### config.mk
export PLATFORM = sky130hd
export DESIGN_NAME = mul_div_unit
export DESIGN_NICKNAME = d
export VERILOG_FILES = /design/src/rtl/mul_div_pkg.sv /design/src/rtl/mul_div_core_div.sv /design/src/rtl/mul_div_unit.sv
export SDC_FILE = /design/constraint.sdc
export NUM_CORES = 1
export LEC_CHECK = 0
export ABC_CLOCK_PERIOD_IN_PS = 9400
export CAP_MARGIN = 20
export CORE_ASPECT_RATIO = 1.4
export CORE_MARGIN = 2
export CORE_UTILIZATION = 25
export CTS_BUF_LIST = sky130_fd_sc_hd__clkbuf_8
export DETAILED_ROUTE_END_ITERATION = 10
export DONT_BUFFER_PORTS = 1
export PLACE_DENSITY = 0.36
export SYNTH_ARGS = -nofsm -noshare
export SYNTH_HDL_FRONTEND = slang
export SYNTH_SLANG_ARGS = --single-unit
### constraint.sdc
create_clock -name clk -period 9.4 [get_ports clk]
set_clock_uncertainty 0.15 [all_clocks]
set_input_delay 0.94 -clock clk [delete_from_list [all_inputs] [get_ports clk]]
set_output_delay 0.94 -clock clk [all_outputs]
set_load 0.02 [all_outputs]
### src/rtl/mul_div_pkg.sv
// Shared encodings for the RV32M multiply/divide unit: funct3 opcodes, FSM states
// and small sign-handling helpers used by the decode and datapath.
package mul_div_pkg;

  localparam logic [2:0] F3_MUL    = 3'b000;
  localparam logic [2:0] F3_MULH   = 3'b001;
  localparam logic [2:0] F3_MULHSU = 3'b010;
  localparam logic [2:0] F3_MULHU  = 3'b011;
  localparam logic [2:0] F3_DIV    = 3'b100;
  localparam logic [2:0] F3_DIVU   = 3'b101;
  localparam logic [2:0] F3_REM    = 3'b110;
  localparam logic [2:0] F3_REMU   = 3'b111;

  // Step counter value seen during the 32nd (final) iteration.
  localparam logic [5:0] LAST_STEP = 6'd31;

  typedef enum logic [1:0] {
    ST_IDLE = 2'b00,
    ST_MUL  = 2'b01,
    ST_DIV  = 2'b10,
    ST_DONE = 2'b11
  } state_e;

  function automatic logic [31:0] cond_neg32(input logic [31:0] v, input logic neg);
    if (neg) begin
      cond_neg32 = 32'd0 - v;
    end else begin
      cond_neg32 = v;
    end
  endfunction

  function automatic logic [63:0] cond_neg64(input logic [63:0] v, input logic neg);
    if (neg) begin
      cond_neg64 = 64'd0 - v;
    end else begin
      cond_neg64 = v;
    end
  endfunction

  function automatic logic op_a_signed(input logic [2:0] f3);
    return (f3 == F3_MULH) || (f3 == F3_MULHSU) || (f3 == F3_DIV) || (f3 == F3_REM);
  endfunction

  function automatic logic op_b_signed(input logic [2:0] f3);
    return (f3 == F3_MULH) || (f3 == F3_DIV) || (f3 == F3_REM);
  endfunction

endpackage

### src/rtl/mul_div_core_div.sv
// Unsigned restoring divider datapath: one shift/subtract step per cycle on magnitudes.
// Next-step values are exposed so the owner can capture the final result on the last step.
module mul_div_core_div
  import mul_div_pkg::*;
(
  input  logic        clk,
  input  logic        rst,
  input  logic        i_load,
  input  logic        i_step,
  input  logic [31:0] i_dividend,
  input  logic [31:0] i_divisor,
  output logic [31:0] o_quo_next,
  output logic [31:0] o_rem_next
);

  logic [31:0] r_rem;
  logic [31:0] r_quo;
  logic [31:0] r_dvsr;
  logic [32:0] w_shift;
  logic [31:0] w_sub;
  logic        w_fits;

  // r_quo holds the not-yet-consumed dividend bits at the top and new quotient bits at the bottom.
  assign w_shift = {r_rem, r_quo[31]};
  assign w_fits  = (w_shift >= {1'b0, r_dvsr});
  assign w_sub   = w_shift[31:0] - r_dvsr;

  // Select restored or subtracted partial remainder for this step.
  always_comb begin
    o_rem_next = w_shift[31:0];
    o_quo_next = {r_quo[30:0], 1'b0};
    if (w_fits) begin
      o_rem_next = w_sub;
      o_quo_next = {r_quo[30:0], 1'b1};
    end else begin
      o_rem_next = w_shift[31:0];
      o_quo_next = {r_quo[30:0], 1'b0};
    end
  end

  // Working registers: load operands on accept, advance one step per divide cycle.
  always_ff @(posedge clk) begin
    if (rst) begin
      r_rem  <= 32'd0;
      r_quo  <= 32'd0;
      r_dvsr <= 32'd0;
    end else if (i_load) begin
      r_rem  <= 32'd0;
      r_quo  <= i_dividend;
      r_dvsr <= i_divisor;
    end else if (i_step) begin
      r_rem  <= o_rem_next;
      r_quo  <= o_quo_next;
    end else begin
      r_rem  <= r_rem;
      r_quo  <= r_quo;
    end
  end

endmodule

### src/rtl/mul_div_unit.sv
// RV32M multiply/divide unit: FSM, sign handling, shift-add multiplier and result register.
// Division iterations are delegated to mul_div_core_div.
module mul_div_unit
  import mul_div_pkg::*;
#(
  parameter int FAST_MUL = 0
) (
  input  logic        clk,
  input  logic        rst,
  input  logic        start,
  input  logic [2:0]  funct3,
  input  logic [31:0] op_a,
  input  logic [31:0] op_b,
  output logic        busy,
  output logic        done,
  output logic [31:0] result
);

  state_e      r_state;
  state_e      w_next_state;
  logic        r_busy;
  logic        r_done;
  logic [31:0] r_result;
  logic [5:0]  r_cnt;
  logic [2:0]  r_funct3;
  logic        r_neg_q;
  logic        r_neg_r;
  logic [63:0] r_acc;
  logic [31:0] r_mcand;

  logic        w_accept;
  logic        w_in_is_div;
  logic        w_in_sa;
  logic        w_in_sb;
  logic        w_div_zero;
  logic        w_div_ovf;
  logic        w_fast_path;
  logic        w_last_step;
  logic        w_busy_next;
  logic        w_done_next;
  logic [31:0] w_mag_a;
  logic [31:0] w_mag_b;
  logic [31:0] w_fast_result;
  logic [31:0] w_iter_result;
  logic [31:0] w_quo_next;
  logic [31:0] w_rem_next;
  logic [63:0] w_fast_prod;
  logic [63:0] w_acc_next;
  logic [63:0] w_iter_prod;
  logic [32:0] w_acc_sum;

  assign w_accept    = start && ((r_state == ST_IDLE) || (r_state == ST_DONE));
  assign w_in_is_div = funct3[2];
  assign w_in_sa     = op_a_signed(funct3) && op_a[31];
  assign w_in_sb     = op_b_signed(funct3) && op_b[31];
  assign w_mag_a     = cond_neg32(op_a, w_in_sa);
  assign w_mag_b     = cond_neg32(op_b, w_in_sb);
  assign w_div_zero  = (op_b == 32'd0);
  assign w_div_ovf   = ((funct3 == F3_DIV) || (funct3 == F3_REM)) &&
                       (op_a == 32'h8000_0000) && (op_b == 32'hFFFF_FFFF);
  assign w_fast_prod = cond_neg64({32'd0, w_mag_a} * {32'd0, w_mag_b}, w_in_sa ^ w_in_sb);
  assign w_fast_path = w_in_is_div ? (w_div_zero || w_div_ovf) : (FAST_MUL != 0);
  assign w_last_step = (r_cnt == LAST_STEP);

  // Shift-add step: low half of r_acc starts as the multiplier and is consumed LSB first.
  assign w_acc_sum   = r_acc[0] ? ({1'b0, r_acc[63:32]} + {1'b0, r_mcand}) : {1'b0, r_acc[63:32]};
  assign w_acc_next  = {w_acc_sum, r_acc[31:1]};
  assign w_iter_prod = cond_neg64(w_acc_next, r_neg_q);

  mul_div_core_div u_core_div (
    .clk        (clk),
    .rst        (rst),
    .i_load     (w_accept && w_in_is_div),
    .i_step     (r_state == ST_DIV),
    .i_dividend (w_mag_a),
    .i_divisor  (w_mag_b),
    .o_quo_next (w_quo_next),
    .o_rem_next (w_rem_next)
  );

  // Result for operations that complete in the accepting cycle.
  always_comb begin
    w_fast_result = 32'd0;
    if (w_in_is_div) begin
      if (w_div_zero) begin
        w_fast_result = funct3[1] ? op_a : 32'hFFFF_FFFF;
      end else if (w_div_ovf) begin
        w_fast_result = funct3[1] ? 32'd0 : 32'h8000_0000;
      end else begin
        w_fast_result = 32'd0;
      end
    end else if (funct3 == F3_MUL) begin
      w_fast_result = w_fast_prod[31:0];
    end else begin
      w_fast_result = w_fast_prod[63:32];
    end
  end

  // Result of the iterative path, valid during the final step.
  always_comb begin
    w_iter_result = 32'd0;
    if (r_state == ST_DIV) begin
      if (r_funct3[1]) begin
        w_iter_result = cond_neg32(w_rem_next, r_neg_r);
      end else begin
        w_iter_result = cond_neg32(w_quo_next, r_neg_q);
      end
    end else if (r_funct3 == F3_MUL) begin
      w_iter_result = w_iter_prod[31:0];
    end else begin
      w_iter_result = w_iter_prod[63:32];
    end
  end

  // FSM state register.
  always_ff @(posedge clk) begin
    if (rst) begin
      r_state <= ST_IDLE;
    end else begin
      r_state <= w_next_state;
    end
  end

  // FSM next-state logic.
  always_comb begin
    w_next_state = r_state;
    case (r_state)
      ST_IDLE, ST_DONE: begin
        if (w_accept) begin
          if (w_fast_path) begin
            w_next_state = ST_DONE;
          end else if (w_in_is_div) begin
            w_next_state = ST_DIV;
          end else begin
            w_next_state = ST_MUL;
          end
        end else begin
          w_next_state = ST_IDLE;
        end
      end
      ST_MUL, ST_DIV: begin
        if (w_last_step) begin
          w_next_state = ST_DONE;
        end else begin
          w_next_state = r_state;
        end
      end
      default: w_next_state = ST_IDLE;
    endcase
  end

  // FSM output decode, taken from the next state so busy/done can be registered.
  always_comb begin
    w_busy_next = (w_next_state == ST_MUL) || (w_next_state == ST_DIV);
    w_done_next = (w_next_state == ST_DONE);
  end

  // Registered status outputs.
  always_ff @(posedge clk) begin
    if (rst) begin
      r_busy <= 1'b0;
      r_done <= 1'b0;
    end else begin
      r_busy <= w_busy_next;
      r_done <= w_done_next;
    end
  end

  // Operand magnitudes, sign flags and step counter.
  always_ff @(posedge clk) begin
    if (rst) begin
      r_funct3 <= 3'd0;
      r_cnt    <= 6'd0;
      r_neg_q  <= 1'b0;
      r_neg_r  <= 1'b0;
      r_acc    <= 64'd0;
      r_mcand  <= 32'd0;
    end else if (w_accept) begin
      r_funct3 <= funct3;
      r_cnt    <= 6'd0;
      r_neg_q  <= w_in_sa ^ w_in_sb;
      r_neg_r  <= w_in_sa;
      r_acc    <= {32'd0, w_mag_b};
      r_mcand  <= w_mag_a;
    end else if (r_state == ST_MUL) begin
      r_acc    <= w_acc_next;
      r_cnt    <= r_cnt + 6'd1;
    end else if (r_state == ST_DIV) begin
      r_cnt    <= r_cnt + 6'd1;
    end else begin
      r_cnt    <= r_cnt;
    end
  end

  // Result register: written only on entry to DONE.
  always_ff @(posedge clk) begin
    if (rst) begin
      r_result <= 32'd0;
    end else if (w_accept && w_fast_path) begin
      r_result <= w_fast_result;
    end else if (((r_state == ST_MUL) || (r_state == ST_DIV)) && w_last_step) begin
      r_result <= w_iter_result;
    end else begin
      r_result <= r_result;
    end
  end

  assign busy   = r_busy;
  assign done   = r_done;
  assign result = r_result;

endmodule
=== Yosys cells after proc, flatten, opt, wreduce, memory -nomap -nowiden ===
Index checks and enable logic that the tools add are counted.

* Bitwise gates (word level): 1
* Multiply operators: 1
* Add/sub/neg operators: 9
* Reduce and logical (&&, ||, !) cells: 30
* Order comparisons: 1
* Equal/unequal tests: 13
* Muxes and demuxes: 32

{| class="wikitable"
|+ Operator list
! kind !! number
|-
| $mux W32 || 20
|-
| $mux W64 || 2
|-
| $sub A1 B32 Y32 const A || 4
|-
| $sub A1 B64 Y64 const A || 2
|-
| $eq A32 B32 Y1 const B || 2
|-
| $mul A32 B32 Y64 || 1
|-
| $add A32 B32 Y33 || 1
|-
| $ge A33 B32 Y1 || 1
|-
| $mux W33 || 1
|-
| $logic_not A32 Y1 || 1
|-
| $sub A32 B32 Y32 || 1
|-
| $mux W6 || 2
|-
| $logic_or A1 B1 Y1 || 10
|-
| $eq A2 B2 Y1 const B || 4
|-
| $logic_and A1 B1 Y1 || 8
|-
| $mux W2 || 4
|-
| $reduce_bool A2 Y1 || 4
|-
| $reduce_or A2 Y1 || 4
|-
| $add A6 B1 Y6 const B || 1
|-
| $eq A3 B3 Y1 const B || 2
|-
| $eq A6 B5 Y1 const B || 1
|-
| $logic_not A3 Y1 || 2
|-
| $eq A2 B1 Y1 const B || 2
|-
| $pmux W2 S2 || 1
|-
| other kinds (5) || 6
|}

* Register bits: 239
* Input port bits: 70

=== Logic depth before layout (Yosys ltp) ===
* Depth in word-level cells: 12
* Depth in mapped cells: 35

=== By module ===
From an unflattened synthesis, not the netlist that was laid out.

* Cells, all modules: 2,791
* Area total of the unflattened synthesis: 20,392.1 um^2

{| class="wikitable"
|+ By module, submodules not included
! module !! cells each !! seq. area each (um^2) !! times used !! area each (um^2)
|-
| mul_div_unit || 1,975 || 2,862.7 || 1 || 14,108.5
|-
| mul_div_core_div || 816 || 1,921.8 || 1 || 6,283.5
|}

=== Worst setup path before layout ===
OpenSTA, ideal clock, no wires.

* Path type: input to register
* Start point: input port funct3[1]
* End point: register r_result[15], in the netlist result[15]
* Data arrival time: 8.398 ns
* Required time: 9.117 ns
* Path buffers: 4
* Cell stages on the path: 34
* Slack: 0.720 ns
* Library setup time: 0.133 ns
* Path through: clkbuf_1 -> nor3_1 -> nor2_1 -> and2_1 -> clkbuf_1 -> clkbuf_1 -> nand2_1 -> xor2_1 -> clkbuf_1 -> nor2_1 -> fa_1 -> inv_1 -> fa_1 -> fa_1 -> inv_1 -> fa_1 -> ha_1 -> ha_1 -> inv_1 -> fa_1 -> inv_1 -> fa_1 -> ha_1 -> inv_1 -> nor3_1 -> a311oi_1 -> o311ai_0 -> nor3_1 -> nand3_1 -> nor4_1 -> o21ai_0 -> a21oi_1 -> a2bb2oi_1 -> a31oi_1

* Longest elaborated chain between the ends: 12
* Elaborated cells on any way between the ends: 31

{| class="wikitable"
|+ Ends and longest elaborated chain
! element !! RTL line !! source
|-
| from (decl) || mul_div_unit.sv:11 || <nowiki>input logic [2:0] funct3,</nowiki>
|-
| $eq A3 B1 Y1 / $eq A3 B2 Y1 (equally long branches) || mul_div_pkg.sv:41, mul_div_pkg.sv:45 ||
|-
| $logic_or A1 B1 Y1 (3 in a row) || mul_div_pkg.sv:41 || <nowiki>return (f3 == F3_MULH) || (f3 == F3_MULHSU) || (f3 == F3_DIV) || (f3 == F3_REM);</nowiki>
|-
| $logic_and A1 B1 Y1 || mul_div_unit.sv:54 || <nowiki>assign w_in_sa = op_a_signed(funct3) && op_a[31];</nowiki>
|-
| $mux W32 || mul_div_pkg.sv:25 || <nowiki>if (neg) begin</nowiki>
|-
| $mul A32 B32 Y64 || mul_div_unit.sv:61 || <nowiki>assign w_fast_prod = cond_neg64({32'd0, w_mag_a} * {32'd0, w_mag_b}, w_in_sa ^ w_in_sb);</nowiki>
|-
| $sub A1 B64 Y64 || mul_div_pkg.sv:34 || <nowiki>cond_neg64 = 64'd0 - v;</nowiki>
|-
| $mux W64 || mul_div_pkg.sv:33 || <nowiki>if (neg) begin</nowiki>
|-
| $mux W32 || mul_div_unit.sv:92 || <nowiki>end else if (funct3 == F3_MUL) begin</nowiki>
|-
| $mux W32 || mul_div_unit.sv:84 || <nowiki>if (w_in_is_div) begin</nowiki>
|-
| $mux W32 || mul_div_unit.sv:199 || <nowiki>end else if (w_accept && w_fast_path) begin</nowiki>
|-
| to (signal assigned) || mul_div_unit.sv:200 || <nowiki>r_result <= w_fast_result;</nowiki>
|-
| to (signal assigned) || mul_div_unit.sv:202 || <nowiki>r_result <= w_iter_result;</nowiki>
|-
| to (signal assigned) || mul_div_unit.sv:204 || <nowiki>r_result <= r_result;</nowiki>
|-
| to (decl) || mul_div_unit.sv:23 || <nowiki>logic [31:0] r_result;</nowiki>
|}

Parallel ways exist; a longest one is shown, timed or not.
A chain may end at the register's enable or synchronous reset.

=== Worst setup path in the final report ===
* Start point: input port funct3[1]
* End point: register r_result[11], in the netlist result[11]

The elaborated chain is that of the path after synthesis.

==> qor.txt <==
Worst endpoint data arrival time - 8.49 ns
Max-slew violation count - 0
Core area - 101000 um2
Placement Rows - 138
Number of setup violations in the final report - 0
Die width - 273 um
Worst min path class - in -> reg
Post-CTS Setup Bufs - 0
PostCTS Resize Cnt - 0
Synth Instances - 3398
Final Cycle Share - 86.5%
Ys flop type - dfxtp_1
Worst Setup EP - result[11]
Run status - finished clean
Setup crit end kind - flop
Fillers - 11.2k
First-pass GRT wire length - 174 mm
Pre-CTS WS - 0.576 ns
FF-to-FF path depth - 14
Most common cell after layout, fill and taps aside - nor2_1
Drt initial violations - 1662
Routed len/inst - 25.8 um
Port Buffers - 0
Origin of the critical flop-to-flop path - u_core_div.r_rem[3]
Cell variety after synth - 101
DIE HEIGHT - 381 um
Final ANT Viol Nets - 0
CP Class - in -> reg
Unrepaired setup endpoints after global routing - false
Die ar. - 104000 um2
Worst-Margin Slew - 1.11 ns
Critical Path Slowest Stage Cell - xnor2_1
Num CTS Buffers - 50
Clk_lat worst skew - 0.70 ns
Hold_buf cts - 0
Fin. Hold Viols - 0
Reg2Reg Capture Point - result[13]
Worst-path clk slew - 0.07 ns
DR vias - 24.6k
Warnings from Yosys - 0
WHS - 0.172 ns
Cell mode on critical path - fa_1
Max_slew headroom - 25.4%
Crit start category - primary input
Initial antenna violation count - 2
Net Count, Synth - 3700
Largest net degree at the start of global routing - 175
Final core occ - 27.4%
Post-route setup slack - 1.27 ns
Total GRT Usage - 22.4%
Grt total ovfl - 0
Detail Placement HPWL - 94.3 mm
Share of post-route cells with drive strength above 1 - 6.84%
TNS Setup - 0 ns
Critical Path Fanout Max - 17
CTS Sinks - 239
I/O pin total - 104
Share of flip-flops with an asynchronous set or reset - 0%
Drt first pass iters - 7
Detailed-route wire length - 119 mm
NetSw - 0.00368 W
Sw Share - 50.7%
Post-DR vias/cell - 5.34
PD cells - 263 nW/um2
Crit path required time - 9.76 ns
Worst VDD drop - 645 uV
DRC viols - 0
CP startpoint - funct3[1]
Max Cap Viol - 0
Synth Area per Inst - 7.47 um2
Synth Cell Area - 25400 um2
Register area share after synthesis - 18.9%
Reg-to-reg slack, setup - 3.17 ns
Static Leak - 10.5 nW
Total Power - 0.00727 W
Synthesized flop and latch total - 239
Vias in the first global route - 24.8k
Starting density of the core - 25.2%
Internal power - 0.00358 W
Area growth, synth to finish - 8.91%
Fmax - 123 MHz
Clk buf depth - 3
HP Start - rst
H-Tree Depth - 2
Net count, final - 3537
Hold depth - 1
Gate power share - 66.4%
CTS tree - yes
Sequential power share - 16.1%
RePlAce Congestion - 0.901
Power share of the clock group - 17.5%
Max incr delay on CP - 0.77 ns
Clock Root Buffer - clkbuf_8
Post-synth EDFFs - 0
Most frequent cells in the layout - nor2_1 (465), nand2_1 (256), dfxtp_1 (236)
Fin crit period - 8.13 ns
[layer usage]
metal  up-vias  track usage (%)  routed length (um)
li1      11800                -                   -
met1     12100             27.2               50200
met2       515             40.7               60700
met3       131             2.75                4330
met4         0             6.45                3460
met5         -                0                   0
[synthesized netlist by cell type, types with 23 or more instances]
| master | number | area [um2] |
|---|---|---|
| a211oi_1 | 217 | 1630 |
| nand2b_1 | 23 | 144 |
| clkbuf_1 | 246 | 923 |
| nand4_1 | 39 | 244 |
| a21o_1 | 41 | 308 |
| or3_1 | 34 | 213 |
| xor2_1 | 109 | 955 |
| o21a_1 | 36 | 270 |
| a31oi_1 | 43 | 269 |
| nor2b_1 | 29 | 181 |
| nor4_1 | 28 | 175 |
| o21ai_0 | 147 | 736 |
| fa_1 | 93 | 1860 |
| xnor2_1 | 119 | 1040 |
| nor2_1 | 465 | 1750 |
| inv_1 | 180 | 676 |
| nand3_1 | 62 | 310 |
| o31ai_1 | 36 | 270 |
| mux2i_1 | 114 | 1140 |
| nor3_1 | 85 | 425 |
| nand2_1 | 258 | 968 |
| a21oi_1 | 195 | 976 |
| dfxtp_1 | 239 | 4780 |
| and3_1 | 25 | 156 |
| and2_1 | 26 | 163 |
| o211ai_1 | 30 | 225 |
| ha_1 | 139 | 1740 |
| or4_1 | 23 | 173 |
[cell families (layout without fill, tap and decap cells)]
logic type,count (synthesis),count (layout),share of synthesized area (%)
AO/OA/AOI/OAI,944,944,25.5
flip-flops,239,239,18.9
other,0,2,0
AND/OR/NAND/NOR,1164,1164,21.7
adder cells (fa/ha/maj),232,232,14.2
buffers and inverters,470,347,7.10
XOR/XNOR,228,228,7.87
multiplexers,121,121,4.85
[flip-flops by register name, summed over array words and instances (netlist names), 2 cells and up]
signal	count
r_acc	64
r_cnt	6
r_funct3	3
r_mcand	32
r_state	2
result	32
u_core_div.r_dvsr	32
u_core_div.r_quo	32
u_core_div.r_rem	32
[cell type report]
| cell class | count | area [um2] | share of cell area [%] |
|---|---|---|---|
| flip-flops and latches | 239 | 4790 | 17.3 |
| inverters | 182 | 683 | 2.47 |
| multi-input cells | 2689 | 18900 | 68.2 |
| repair buffers | 73 | 548 | 1.98 |
| clock buffers | 65 | 895 | 3.24 |
| clock inverters | 27 | 200 | 0.724 |
| diodes | 2 | 5.00 | 0.0181 |
| well taps | 1330 | 1660 | 6.02 |
[power groups by stage]
| stage | combinational [W] | clock [W] | sequential (W) |
|---|---|---|---|
| 2_1_floorplan | 0.00348 | 0 | 0.00115 |
| 3_3_place_gp | 0.00488 | 0 | 0.00119 |
| 3_5_place_dp | 0.00485 | 0 | 0.00119 |
| 4_1_cts | 0.00489 | 0.00131 | 0.00117 |
| 5_1_grt | 0.00550 | 0.00135 | 0.00118 |
| 6_report | 0.00483 | 0.00127 | 0.00117 |
[stage by stage]
step,cell area (um2),cells
after floorplan,25400,3398
after global placement,26500,4513
after detailed placement,26500,4513
after CTS,27600,4605
after global routing,27600,4606
final,27600,4607
[worst min-delay path by stage]
stage                            end  slack, ns
6_report       u_core_div.r_dvsr[18]       0.17
5_1_grt        u_core_div.r_dvsr[15]       0.11
4_1_cts        u_core_div.r_dvsr[18]       0.12
3_5_place_dp   u_core_div.r_dvsr[26]       0.30
3_3_place_gp   u_core_div.r_dvsr[26]       0.29
2_1_floorplan  u_core_div.r_dvsr[26]       0.29
[critical path: cells and delay by family]
kind | cells | cell delay (ns)
fa+ha+maj | 9 | 3.72
buf+inv | 4 | 0.33
compound gates | 9 | 1.78
simple gates | 5 | 0.95
xor+xnor | 1 | 0.77
No activity file was read; power rests on OpenSTA's default activity.
